==> config.mk <==
export PLATFORM = sky130hd
export DESIGN_NAME = spi_ram_burst
export DESIGN_NICKNAME = d
export VERILOG_FILES = /design/src/rtl/spi_ram_burst.sv
export SDC_FILE = /design/constraint.sdc
export NUM_CORES = 2
export LEC_CHECK = 0
export BUFFER_PORTS_ARGS = -buffer_cell sky130_fd_sc_hd__buf_2
export CORE_ASPECT_RATIO = 1.2
export CORE_MARGIN = 3
export CORE_UTILIZATION = 50
export CTS_CLUSTER_DIAMETER = 100
export DETAILED_ROUTE_END_ITERATION = 12
export GPL_TIMING_DRIVEN = 0
export PLACE_DENSITY = 0.75
export REMOVE_ABC_BUFFERS = 1
export SYNTH_ARGS = -nofsm -noshare
export SYNTH_HDL_FRONTEND = slang
export SYNTH_SLANG_ARGS = --single-unit
==> constraint.sdc <==
create_clock -name clk -period 3.6 [get_ports clk]
set_clock_uncertainty 0.05 [all_clocks]
set_input_delay 0.9 -clock clk [delete_from_list [all_inputs] [get_ports clk]]
set_output_delay 0.9 -clock clk [all_outputs]
set_load 0.01 [all_outputs]
==> src/rtl/spi_ram_burst.sv <==
// Parametrised single-port RAM that an SPI slave drives with 2-bit command words.
// It supports burst auto-increment addressing, a 1- or 2-stage read pipeline and a command-error pulse.
module spi_ram_burst #(
  parameter int unsigned DATA_WIDTH   = 8,
  parameter int unsigned ADDR_WIDTH   = 8,
  parameter bit          AUTO_INC     = 1'b1,
  parameter int unsigned READ_LATENCY = 1
) (
  input  logic                  clk,
  input  logic                  rst_n,
  input  logic                  rx_valid,
  input  logic [DATA_WIDTH+1:0] din,
  output logic [DATA_WIDTH-1:0] dout,
  output logic                  tx_valid,
  output logic                  cmd_err
);

  localparam int unsigned MEM_DEPTH = 1 << ADDR_WIDTH;

  if (READ_LATENCY != 1 && READ_LATENCY != 2) begin : g_bad_latency
    $error("spi_ram_burst: READ_LATENCY must be 1 or 2");
  end
  if (ADDR_WIDTH > DATA_WIDTH) begin : g_bad_addr_width
    $error("spi_ram_burst: ADDR_WIDTH must not exceed DATA_WIDTH");
  end

  typedef enum logic [1:0] {
    CMD_WR_ADDR = 2'b00,
    CMD_WR_DATA = 2'b01,
    CMD_RD_ADDR = 2'b10,
    CMD_RD_DATA = 2'b11
  } cmd_e;

  // Handshake: there is no backpressure. A word is consumed on every edge where
  // rx_valid=1, and tx_valid is a single-cycle pulse that nobody can stall.
  cmd_e                  cmd;
  logic [DATA_WIDTH-1:0] payload;
  logic [ADDR_WIDTH-1:0] addr;

  assign cmd     = cmd_e'(din[DATA_WIDTH+1:DATA_WIDTH]);
  assign payload = din[DATA_WIDTH-1:0];
  assign addr    = payload[ADDR_WIDTH-1:0];

  logic [DATA_WIDTH-1:0] mem [MEM_DEPTH];
  logic [ADDR_WIDTH-1:0] wr_addr;
  logic [ADDR_WIDTH-1:0] rd_addr;
  logic                  rd_armed;
  logic                  rd_launch;
  logic [DATA_WIDTH-1:0] rd_word;

  assign rd_launch = rx_valid && (cmd == CMD_RD_DATA) && rd_armed;
  assign rd_word   = mem[rd_addr];

  // Memory contents are deliberately left out of reset.
  always_ff @(posedge clk) begin
    if (rx_valid && (cmd == CMD_WR_DATA)) begin
      mem[wr_addr] <= payload;
    end
  end

  always_ff @(posedge clk or negedge rst_n) begin
    if (!rst_n) begin
      wr_addr  <= '0;
      rd_addr  <= '0;
      rd_armed <= 1'b0;
      cmd_err  <= 1'b0;
    end else begin
      cmd_err <= rx_valid && (cmd == CMD_RD_DATA) && !rd_armed;
      if (rx_valid) begin
        case (cmd)
          CMD_WR_ADDR: wr_addr <= addr;
          CMD_WR_DATA: if (AUTO_INC) wr_addr <= wr_addr + ADDR_WIDTH'(1);
          CMD_RD_ADDR: begin
            rd_addr  <= addr;
            rd_armed <= 1'b1;
          end
          CMD_RD_DATA: if (rd_armed && AUTO_INC) rd_addr <= rd_addr + ADDR_WIDTH'(1);
          default: ;
        endcase
      end
    end
  end

  // The first pipe stage is loaded only on a launch, so the data it holds stays valid between reads.
  logic                  s1_valid;
  logic [DATA_WIDTH-1:0] s1_data;

  always_ff @(posedge clk or negedge rst_n) begin
    if (!rst_n) begin
      s1_valid <= 1'b0;
      s1_data  <= '0;
    end else begin
      s1_valid <= rd_launch;
      if (rd_launch) s1_data <= rd_word;
    end
  end

  if (READ_LATENCY == 2) begin : g_lat2
    logic                  s2_valid;
    logic [DATA_WIDTH-1:0] s2_data;

    always_ff @(posedge clk or negedge rst_n) begin
      if (!rst_n) begin
        s2_valid <= 1'b0;
        s2_data  <= '0;
      end else begin
        s2_valid <= s1_valid;
        if (s1_valid) s2_data <= s1_data;
      end
    end

    assign tx_valid = s2_valid;
    assign dout     = s2_data;
  end else begin : g_lat1
    assign tx_valid = s1_valid;
    assign dout     = s1_data;
  end

endmodule
# Word level (Yosys, flattened, before mapping)

Memory sizes are Yosys's and may differ from the RTL's. A register that Yosys moved wholly into a read port is not among the register bits.
Index checks and enable logic that the tools add are counted.

Flip-flop bits (word level): 19
RAM bits: 2048
Logic and storage cells: 29
Memories: 1

Memory list:

| name | words | bits a word | read ports | clocked after memory_dff | write ports | RTL line | text |
|---|---|---|---|---|---|---|---|
| mem  | 256   | 8           | 1          | 1                        | 1           | 44       | `logic [DATA_WIDTH-1:0] mem [MEM_DEPTH];` |

Add/sub/neg operators: 2
Eq/ne operators: 4
Muxes and demuxes: 5
Reduce and logical (&&, ||, !) cells: 12

Operator list:

| cell                                          | count |
|---|---|
| one-hot mux 8 bit (2 select lines)            | 2 |
| adder 8 x 1 -> 8 bit, second input constant   | 2 |
| 2-to-1 mux 8 bit                              | 1 |
| == test 2 bit, second input constant          | 2 |
| logical AND 1 bit                             | 4 |
| AND reduction 2 bit                           | 2 |
| nonzero test 2 bit                            | 2 |
| AND reduction 3 bit                           | 1 |
| == test 2 x 1 -> 1 bit, second input constant | 1 |
| logical NOT 1 bit                             | 2 |
| logical NOT 2 bit                             | 1 |
| 2-to-1 mux 1 bit                              | 2 |
| != test 2 bit, second input constant          | 1 |

# Depth between registers and ports, before layout

Depth after elaboration: 4
Gate-level depth with buffers: 14
Gate-level depth less buffers: 8

# Worst setup path after synthesis

Ideal clock, no wire load.

Path type: input -> register
From: in din[9]
To: mem mem[235][0] (enable)
Setup time: 370 ps
Arrival time: 2464 ps
Slack: 716 ps
Cell stages on the path: 7
Path buffers: 3
Cells stage by stage: nand2b_1 -> clkbuf_1 -> nor2_1 -> clkbuf_1 -> nand3_1 -> clkbuf_1 -> nor2_1

Word-level cells in the longest chain between the ends: 4

RTL lines:

| what                                   | RTL line | text |
|---|---|---|
| from (decl)                            | 12       | `input logic [DATA_WIDTH+1:0] din,` |
| == test 2 x 1 -> 1 bit                 | 56       | `if (rx_valid && (cmd == CMD_WR_DATA)) begin` |
| logical AND 1 bit                      | 56       |  |
| 2-to-1 mux 1 bit                       | 56       |  |
| 2-to-1 mux 1 bit (not written as such) | 57       | `mem[wr_addr] <= payload;` |
| to (decl)                              | 44       |  |

Every way passes these cells.

==> impl_results.md <==
* Hold Path Class: input pin to asynchronous set/reset pin
* Max cap viols at 2
* Via count at ~42k
* Area delta synth->final at 12.71%
* Total GRT Usage at 24.92%
* Cell variety after synth at 64
* Synth Flop Type: edfxtp_1
* Pin count of the biggest net entering global routing at 167
* # nets final at 4,062
* Sequential cell area fraction in the yosys report at 76.54%
* Crit-path slowest cell: dfrtp_2
* Critical path's top delay family: compound AO/OA/AOI/OAI gates
* Worst-skew pair later-pin latency at between 800 and 900 ps
* FFs w/ async S/R, synth at 1.301%
* Register-to-Register Path Depth at 7
* Startpoint types: flip-flop
* Final core utilization at a little under three fifths
* Number of port buffers at 22
* Global-route wire length before repair at about 300,000 µm
* DRT antenna net count at 0
* EDFF count, synth at 2,048
* CTS buffer count at 179
* WL/cell at 33.37 µm
* Clk pin slew, worst setup/hold paths at 70 ps
* Setup CP Type: flip-flop to flip-flop
* Critical path depth at 7
* Residual DRC count at 0
* Maximum VDD drop at 0.4311 mV
* Slew @ Worst Pin at 1649 ps
* Synthesized area at between 0.08 and 0.09 mm²
* Yosys warnings at 0
* Final wirelength at around 210,000 µm
* PwrDens at 610.0 mW/mm²
* Leakage at 28.29 nW
* Top Ports at 23
* Die ar. at 0.1674 mm²
* Row count at around 160
* Relative slew slack at -9.922%
* Final period utilization at 103.7%
* CTS tree: yes
* Violated checks: capacitance limit, slew limit, setup timing
* Vias in the first global route at 41.93k
* Arr. time, crit path at 4390 ps
* TNS Setup at -287.6 ps
* Detailed Place HPWL at about 120,000 µm
* Iter 0 DRT Violations at 5,474
* Clk root buf: clkbuf_16
* Worst-path maximum fanout at 26
* Final hold viol count at 0
* Die Width at between 300 and 400 µm
* Final setup margin at -132.8 ps
* Max-slew violations at 30
* Depth of the CTS H-tree at 4
* Synthesized flop and latch total at 2,075
* Run status: finished, violations left
* Total gr overflow at 0
* Clock sink count at 2,075
* Syn_area_per_cell at 20.45 µm²
* Final setup fails at 10
* Worst slack, placed at -1918 ps
* Longest Clk Path Bufs at 3
* Setup crit end kind: flip-flop
* Minimum clock period at 3733 ps
* Die height at 447.6 µm
* Cells along the critical path: inv_1 > a41oi_1 > o311ai_2 > nor3_1 > a2111oi_1 > buf_2 > a221o_1
* Via density per instance at between 6 and 7
* Worst path max stage delay at about 990 ps
* Critical Path RT at approximately 4300 ps
* Syn Inst Count at 3,972
* Buffer and inverter count on the worst path at 2
* CORE AREA at approximately 0.16 mm²
* Initial antenna violation count at 8
* Initial core utilization at about half
* FMAX at 267.9 MHz
* Share of layout cells above drive strength 1 at 22.29%
* RSZ-0062 raised after global routing: yes
* Dpl cells at around 5.9k
* Non-Filler Instances at around 6.3k
* Placer Congestion at ~0.85
* Initial DRT Pass Iterations at 8
-- metrics by stage --
step	area [µm²]	total power [W]	hold slack, ps
finish	91570	0.05585	141.7
global placement	82530	0.03481	468.5
floorplan	79770	0.03317	394.0
CTS	91360	0.05559	101.5
global route	91550	0.05707	141.6
detailed placement	84290	0.03579	493.5
-- cells by family after synthesis --
kind of cell / Yosys count / synth area share, %
simple gates: 514 / 2.712
flops: 2075 / 76.54
fa+ha+maj: 5 / 0.07701
mux: 688 / 15.10
buf+inv: 264 / 1.876
compound gates: 426 / 3.695
-- layout make-up --
cell class / count / area [µm²]
diodes: 6 / 15.01
clock buffers: 218 / 4731
clock inverters: 113 / 1099
fillers: 11160 / 69390
inverters: 14 / 61.31
multi-input cells: 1635 / 17910
flip-flops and latches: 2075 / 62200
well taps: 2119 / 2651
repair buffers: 139 / 2905
-- placed cells by master, fill, tap and decap left out, types with 33 or more instances in the layout --
master,instances
edfxtp_1,2048
clkbuf_1,33
mux4_2,428
mux2i_1,236
o21ai_0,48
clkinv_1,42
a221oi_1,60
clkinv_2,35
clkbuf_16,187
nand2_1,83
a21oi_1,95
buf_16,49
nor2_1,286
a22oi_1,62
-- state kept, by name, indices dropped and copies added (netlist names) --
signal    cells
cmd_err       1
dout          8
mem        2048
rd_addr       8
rd_armed      1
tx_valid      1
wr_addr       8
-- final timing paths --
path / endpoint / start / slack [ps]
min reg2reg: rd_armed$_DFFE_PN0P_ / rd_armed$_DFFE_PN0P_ / 510
min in group clk: rd_armed$_DFFE_PN0P_ / din[9] / 380
min: cmd_err$_DFF_PN0_ / rst_n / 140
max in group asynchronous: rd_addr[0]$_DFFE_PN0P_ / rst_n / 2720
max reg2reg: dout[3]$_DFFE_PN0P_ / rd_addr[6]$_DFFE_PN0P_ / -130
max: dout[3]$_DFFE_PN0P_ / rd_addr[6]$_DFFE_PN0P_ / -130
-- cells in the mapped netlist (4+ instances only) --
library cell,instances,area [µm²]
and2_1,6,37.54
nor3_1,28,140.1
a211oi_1,6,45.04
buf_2,35,175.2
a21oi_1,99,495.5
or3_1,8,50.05
nor2_1,294,1104
nand3_1,31,155.2
or2_2,7,43.79
a2111oi_0,7,61.31
dfrtp_1,27,675.7
nor2b_1,20,125.1
mux2i_1,237,2372
a22o_1,11,96.34
o22ai_1,20,125.1
ha_1,5,62.56
a22oi_1,66,495.5
o2111ai_1,9,78.83
nand2b_1,19,118.9
edfxtp_1,2048,61500
a221o_1,19,190.2
o211ai_1,5,37.54
o311ai_1,4,35.03
nand2_1,85,319.1
buf_1,15,56.30
mux4_2,428,9639
clkbuf_1,127,476.7
a31oi_1,13,81.33
o31ai_1,14,105.1
o21ai_0,51,255.2
buf_6,40,450.4
mux2_2,23,259.0
o311ai_0,5,43.79
a221oi_1,64,560.5
buf_8,7,105.1
inv_1,12,45.04
buf_4,25,187.7
-- worst register-to-register path: stages (launching register included) --
cell,delay [ps]
dfrtp_2,990
inv_1,780
a41oi_1,730
o311ai_2,290
nor3_1,220
a2111oi_1,70
buf_2,230
a221o_1,270
-- where the power goes --
group          internal, W  leakage (nW)  switching, W
Sequential          0.0266          18.7      0.000273
Clock               0.0107          2.85       0.00859
Combinational      0.00404          6.72       0.00558
-- metal layers --
layer	wire [µm]	vias to the layer above	track usage (%)
met5	38	-	0
met4	12670	6	12.59
met3	22330	624	5.523
met2	104100	2860	41.32
met1	71730	21750	31.20
li1	-	16630	-
-- timing repair --
action                                   CTS  global route
gates cloned                              25             5
setup buffers                             28             0
endpoints found under the setup margin  1263           832
hold buffers                               0             0
pin swaps                                  7             6
gates resized for setup                   44            20
Note: power is estimated with default switching activity, not from simulation.
